$ cat config.mk
export PLATFORM = sky130hd
export DESIGN_NAME = enable_sequencer
export DESIGN_NICKNAME = d
export VERILOG_FILES = /design/src/rtl/enable_sequencer.sv
export SDC_FILE = /design/constraint.sdc
export NUM_CORES = 1
export LEC_CHECK = 0
export ABC_CLOCK_PERIOD_IN_PS = 4100
export BUFFER_PORTS_ARGS = -buffer_cell sky130_fd_sc_hd__buf_2
export CAP_MARGIN = 5
export CORE_MARGIN = 2
export CORE_UTILIZATION = 41
export CTS_CLUSTER_DIAMETER = 60
export DETAILED_ROUTE_END_ITERATION = 10
export PLACE_DENSITY_LB_ADDON = 0.12
export SETUP_SLACK_MARGIN = 0.2
export SLEW_MARGIN = 20
export SYNTH_ARGS = -nofsm -noshare
export SYNTH_HDL_FRONTEND = slang
export SYNTH_SLANG_ARGS = --single-unit
$ cat constraint.sdc
create_clock -name clk -period 4.1 [get_ports clk]
set_input_delay 0.82 -clock clk [delete_from_list [all_inputs] [get_ports clk]]
set_output_delay 0.82 -clock clk [all_outputs]
set_load 0.01 [all_outputs]
$ cat src/rtl/enable_sequencer.sv
// enable_sequencer: raises N_STAGES enables one at a time in index order and lowers them in reverse.
// Optional macro SEQ_TIMEOUT_EN adds a per-stage ready timeout that raises fault.
module enable_sequencer #(
    parameter int N_STAGES  = 4,
    parameter int BIT_WIDTH = 16
) (
    input  logic                 clk,
    input  logic                 reset,
    input  logic                 enable_req,
    input  logic [BIT_WIDTH-1:0] step_delay,
    input  logic [BIT_WIDTH-1:0] timeout,
    input  logic [N_STAGES-1:0]  stage_ready,
    output logic [N_STAGES-1:0]  stage_en,
    output logic                 all_up,
    output logic                 busy,
    output logic                 fault
);
    localparam int               IDX_W = $clog2(N_STAGES);
    localparam logic [IDX_W-1:0] LAST  = IDX_W'(N_STAGES - 1);

    typedef enum logic [2:0] {
        IDLE,
        DELAY,
        WAIT_READY,
        UP,
        DOWN
    } state_t;

    state_t               state_q, state_d;
    logic [IDX_W-1:0]     idx_q, idx_d;
    logic [BIT_WIDTH-1:0] cnt_q, cnt_d;
    logic [N_STAGES-1:0]  en_q, en_d;
    logic [N_STAGES-1:0]  stage_en_q;
    logic                 all_up_q, busy_q, fault_q, fault_d;
    logic                 ready_lost;

`ifdef SEQ_TIMEOUT_EN
    logic [BIT_WIDTH-1:0] tmo_q, tmo_d;
    logic                 tmo_arm_q, tmo_arm_d;
`else
    logic                 unused_timeout;
    assign unused_timeout = ^timeout;
`endif

    assign ready_lost = ((en_q & ~stage_ready) != '0);

    always_comb begin
        state_d = state_q;
        idx_d   = idx_q;
        cnt_d   = cnt_q;
        en_d    = en_q;
        fault_d = fault_q;
`ifdef SEQ_TIMEOUT_EN
        tmo_d     = tmo_q;
        tmo_arm_d = tmo_arm_q;
`endif
        case (state_q)
            IDLE: begin
                if (!enable_req) begin
                    fault_d = 1'b0;
                end else if (!fault_q) begin
                    idx_d   = '0;
                    cnt_d   = step_delay;
                    state_d = DELAY;
                end
            end
            DELAY: begin
                if (!enable_req) begin
                    // The stage being delayed is not enabled yet, so teardown starts one below it.
                    if (idx_q != '0) idx_d = idx_q - IDX_W'(1);
                    cnt_d   = step_delay;
                    state_d = DOWN;
                end else if (cnt_q != '0) begin
                    cnt_d = cnt_q - BIT_WIDTH'(1);
                end else begin
                    en_d[idx_q] = 1'b1;
                    state_d     = WAIT_READY;
`ifdef SEQ_TIMEOUT_EN
                    tmo_d     = timeout;
                    tmo_arm_d = (timeout != '0);
`endif
                end
            end
            WAIT_READY: begin
                if (!enable_req) begin
                    cnt_d   = step_delay;
                    state_d = DOWN;
                end else if (stage_ready[idx_q]) begin
                    if (idx_q == LAST) begin
                        state_d = UP;
                    end else begin
                        idx_d   = idx_q + IDX_W'(1);
                        cnt_d   = step_delay;
                        state_d = DELAY;
                    end
`ifdef SEQ_TIMEOUT_EN
                end else if (tmo_arm_q && (tmo_q == '0)) begin
                    fault_d = 1'b1;
                    cnt_d   = step_delay;
                    state_d = DOWN;
                end else if (tmo_q != '0) begin
                    tmo_d = tmo_q - BIT_WIDTH'(1);
`endif
                end
            end
            UP: begin
                if (!enable_req || ready_lost) begin
                    if (ready_lost) fault_d = 1'b1;
                    idx_d   = LAST;
                    cnt_d   = step_delay;
                    state_d = DOWN;
                end
            end
            DOWN: begin
                if (en_q == '0) begin
                    idx_d   = '0;
                    state_d = IDLE;
                end else if (cnt_q != '0) begin
                    cnt_d = cnt_q - BIT_WIDTH'(1);
                end else begin
                    en_d[idx_q] = 1'b0;
                    if (idx_q == '0) begin
                        state_d = IDLE;
                    end else begin
                        idx_d = idx_q - IDX_W'(1);
                        cnt_d = step_delay;
                    end
                end
            end
            default: state_d = IDLE;
        endcase
    end

    // stage_en is a second register behind en_q, so a step decision reaches the pins one cycle later.
    always_ff @(posedge clk or posedge reset) begin
        if (reset) begin
            state_q    <= IDLE;
            idx_q      <= '0;
            cnt_q      <= '0;
            en_q       <= '0;
            stage_en_q <= '0;
            all_up_q   <= 1'b0;
            busy_q     <= 1'b0;
            fault_q    <= 1'b0;
        end else begin
            state_q    <= state_d;
            idx_q      <= idx_d;
            cnt_q      <= cnt_d;
            en_q       <= en_d;
            stage_en_q <= en_q;
            all_up_q   <= (state_d == UP);
            busy_q     <= (state_d == DELAY) || (state_d == WAIT_READY) || (state_d == DOWN);
            fault_q    <= fault_d;
        end
    end

`ifdef SEQ_TIMEOUT_EN
    always_ff @(posedge clk or posedge reset) begin
        if (reset) begin
            tmo_q     <= '0;
            tmo_arm_q <= 1'b0;
        end else begin
            tmo_q     <= tmo_d;
            tmo_arm_q <= tmo_arm_d;
        end
    end
`endif

    assign stage_en = stage_en_q;
    assign all_up   = all_up_q;
    assign busy     = busy_q;
    assign fault    = fault_q;

endmodule

# Word-level counts from Yosys, hierarchy flattened
# Index checks and enable logic that the tools add are counted.
dict set report classes {
  n_addsub 3
  n_bitwise 5
  eq_ne 29
  n_reduce_logical 18
  muxes 49
  magnitude_cmp 2
}
# operator n
set ops {}
lappend ops {{$mux 16} 11}
lappend ops {{$pmux 16 s5} 1}
lappend ops {{$mux 3} 10}
lappend ops {{$ne 2x2->1 const B} 14}
lappend ops {{$mux 2} 12}
lappend ops {{$ne 3x3->1 const B} 6}
lappend ops {{$mux 4} 4}
lappend ops {{$reduce_bool 16->1} 1}
lappend ops {{$sub 16x1->16 const B} 1}
lappend ops {{$pmux 3 s5} 1}
lappend ops {{$eq 3x2->1 const B} 4}
lappend ops {{$reduce_and 11->1} 1}
lappend ops {{$pmux 2 s5} 1}
lappend ops {{$reduce_and 9->1} 1}
lappend ops {{$and 4x4->4} 2}
lappend ops {{$not 4->4} 2}
lappend ops {{$pmux 4 s2} 1}
lappend ops {{$eq 3x1->1 const B} 2}
lappend ops {{$eq 3x3->1 const B} 2}
lappend ops {{$reduce_bool 2->1} 3}
lappend ops {{$mux 1} 5}
lappend ops {{$reduce_and 5->1} 1}
lappend ops {{$reduce_bool 5->1} 1}
lappend ops {{$logic_not 4->1} 1}
lappend ops {{16 further kinds} 18}
dict set report word_totals {
  reg_bits 32
  input_bits 39
  out_inout_bits 7
}

# Longest topological paths before layout
dict set report logic_depth {
  ltp_word 9
  mapped_depth 10
  ltp_nobuf 8
}

# Worst setup path after synthesis
# Ideal clock, no wire load.
dict set report synth_timing {
  path_type {flip-flop to flip-flop}
  start {register cnt_q[0]}
  end {register (tool-made name)}
  stages_incl_launch_ff 8
  slack_ns 1.675
  arrival_ns 2.298
  setup_ns 0.127
  cell_sequence {dfrtp_1 inv_1 ha_1 or4b_2 or4_4 a211oi_4 nand2_1 mux2_1}
}
# element line
set synth_rtl {}
lappend synth_rtl {{from (decl)} 31} ;# logic [BIT_WIDTH-1:0] cnt_q, cnt_d;
lappend synth_rtl {{from (signal assigned)} 148} ;# cnt_q <= cnt_d;

# Worst setup path after layout
dict set report layout_timing {
  start {register cnt_q[0]}
  end {register cnt_q[3]}
}
dict set report layout_between {
  elab_chain_cells 4
}
# element line
set layout_rtl {}
lappend layout_rtl {{$sub 16x1->16 or $reduce_bool 16->1 (tied branches)} --}
lappend layout_rtl {{$mux 16 (on tied branches)} {118, 73}}
lappend layout_rtl {{$mux 16 (on tied branches)} {115, 68}}
lappend layout_rtl {{$pmux 16 s5} 57} ;# case (state_q)
# Parallel ways exist; a longest one is shown, timed or not. The select of a mux whose other input is x is not followed.
# A chain may end at the register's enable or synchronous reset.

==> metrics.cfg <==
[clock_tree]
path_clk_slew_ps = 60
clock-sinks = 32
htree_levels = 2
cts_root_buf = clkbuf_8
clockBufferDepth = 2
clock_latency_ps = 280
hold_buffers = 0
cts_setup_buffers = 0
cts_resized = 0
cts_tree = yes
cts_buffers = 5

[detailed_routing]
first_pass_iters = 4
ant_nets = 0
wl_met1_mm = 2.26
top_layer = met4
routed_wl_mm = 4.52
dr.first_iter.drc_count = 128
vias = 1735
met3_length_um = 209
routed_via_density = 5.42
wl_per_cell_um = 14.1
wl_met2_mm = 2.01
drc = 0

[logic_synthesis]
yosysSeqAreaShare_pct = 39.9
synth_top_area_share_pct = 39.9
synthFlopType = dfrtp_1
synth_edf_count = 0
netlist_top_cells_count = dfrtp_1, a21oi_1, nor2_1, o21ai_0
syn_area_um2 = 2010
synth_top_cell_by_area = dfrtp_1
async_flop_share_pct = 100
netlist_instances = 223
syn_area_per_cell_um2 = 9.01
yosysMostFrequentCell = dfrtp_1
ys_warn_count = 0
ys_seq_elements = 32
synth_cell_types = 55
synthTopCellsByArea = dfrtp_1, a21oi_1, o21ai_0, nor2_1, ha_1
syn-num-nets = 268

[min_path]
worstHoldPathType = flop to flop

[floorplanning]
die_width_um = 74.0
fp.dieArea_um2 = 5470
ios = 46
core_um2 = 4720
dieHeight_um = 74.0
rows = 25
start_util_pct = 42.5

[place]
pre_cts_slack_ps = 1120
port_buffers = 29
post-dp-hpwl_mm = 3.25
gp_congestion = 0.791

[critical_path]
regToRegSetupSlack_ps = 1100
crit_family = compound AO/OA/AOI/OAI gates
worstSetupEndpointType = flop
crit_required_ps = 4290
start_kind = flop
crit_chain = inv_1 -> ha_1 -> or4b_2 -> nor4_1 -> a41o_1 -> a211o_1 -> o21ai_0 -> o21ai_0
cp_max_fo = 19
cpMostUsedCell = o21ai_0
crit_buf_inv = 1
critical-path-slowest-cell = or4b_2
critPathArrivalTime_ps = 3200
cp_slowest_stage_delay_ps = 610
worstSetupPathType = flop to flop

[power]
clkPwrFrac_pct = 19.5
peakVddDrop_v = 0.000216
power_density_nw_per_um2 = 553
leakagePower_nw = 1.02
switching_share_pct = 39.8
seqPwrFrac_pct = 41.6
p_sw_mw = 0.503
p_comb_share_pct = 38.9
cell_internal_pwr_mw = 0.763

[sta]
slew_viol_final = 0
setup_ws_ps = 1100
grt_setup_unrepaired = no
finalSetupTns_ps = 0
tightest_slew_ps = 720
final.period_utilization_pct = 73.3
finalClockSkew_ps = 7.45
finalHoldViolCount = 0
setup_violations = 0
fmax_mhz = 333
slew_headroom_pct = 51.6
layout_min_cycle_time_ps = 3000

[finish]
fill_cells = 482
regArea_um2 = 801
syn_to_final_growth_pct = 14.1
multi_input_area_um2 = 1100
layout-drive-gt1-share_pct = 21.7
nNetsFinal = 297
antenna_cells = 0

[global_routing]
grt_max_degree = 33
antenna_found_initial = 0
grt_pass1_wl_mm = 7.87
grt_overflow_total = 0
grtUsageTotal_pct = 18.5
grt_pass1_vias = 1688

[flow_run]
cap_violations = 0

[status]
status = completed

==> cells in the final DEF (no fill, tap or decap), types with 4 or more instances in the layout <==
master     synthesis  layout
o21ai_0           20      20
inv_1             10      10
nand2_1            8       8
a2bb2oi_1          4       4
buf_2              5      29
nand4_1            4       4
buf_4              0       4
nor2b_1            8       8
nand2b_1           4       4
dfrtp_1           32      32
nand3_1            7       7
nor4_1             4       4
a21oi_1           22      22
nor2_1            22      22
nor3_1            10      10
clkbuf_8           0       6
ha_1               6       6
==> cells by family after synthesis <==
group	share of synthesized area, %
AO/OA/AOI/OAI	25.3
adder cells (fa/ha/maj)	3.74
flip-flops	39.9
buffers and inverters	5.17
multiplexers	3.24
AND/OR/NAND/NOR	22.7
==> final cells by class <==
type / count / area share, %
Sequential cell: 32 / 35.0
Timing Repair Buffer: 33 / 7.65
Multi-Input combinational cell: 170 / 48.2
Clock buffer: 8 / 3.93
Inverter: 10 / 1.64
Tap cell: 67 / 3.66
==> through the flow <==
| stage | total power, mW | hold WS, ps | cell area, µm² | utilization, % | std cells |
|---|---|---|---|---|---|
| finish | 1.27 | 424 | 2290 | 48.5 | 320 |
| global route | 1.38 | 443 | 2290 | 48.5 | 320 |
| CTS | 1.28 | 424 | 2290 | 48.5 | 320 |
| detailed placement | 1.02 | 413 | 2200 | 46.6 | 312 |
| global placement | 1.02 | 412 | 2200 | 46.6 | 312 |
| floorplan | 0.907 | 384 | 2010 | - | 223 |
==> routing by layer <==
metal	vias up	global-route usage [%]
met5	-	0
met4	0	5.05
met3	5	4.20
li1	887	-
met2	41	28.9
met1	802	25.9
==> power groups by stage <==
stage / sequential, mW / clock [mW] / combinational [mW]
after floorplan: 0.496 / 0 / 0.411
after global placement: 0.532 / 0 / 0.489
after detailed placement: 0.530 / 0 / 0.494
after CTS: 0.526 / 0.256 / 0.496
after global routing: 0.550 / 0.266 / 0.563
final: 0.527 / 0.247 / 0.493
==> path summary, 6_finish.rpt <==
kind / start / endpoint / depth (start not counted)
max: cnt_q[0] / cnt_q[3] / 8
min: flop / stage_en[3] / 0
max reg2reg: cnt_q[0] / cnt_q[3] / 8
min reg2reg: flop / stage_en[3] / 0
max in group asynchronous: reset / asynchronous set/reset pin / 3
min in group asynchronous: reset / cnt_q[6] / 3
==> worst register-to-register path, cell delays in order (launching register included) <==
cell and delay [ps]:
dfrtp_1 370, inv_1 150, ha_1 200, or4b_2 610, nor4_1 390, a41o_1 310
a211o_1 580, o21ai_0 200, o21ai_0 100
Power figures use the tool's default switching activity.
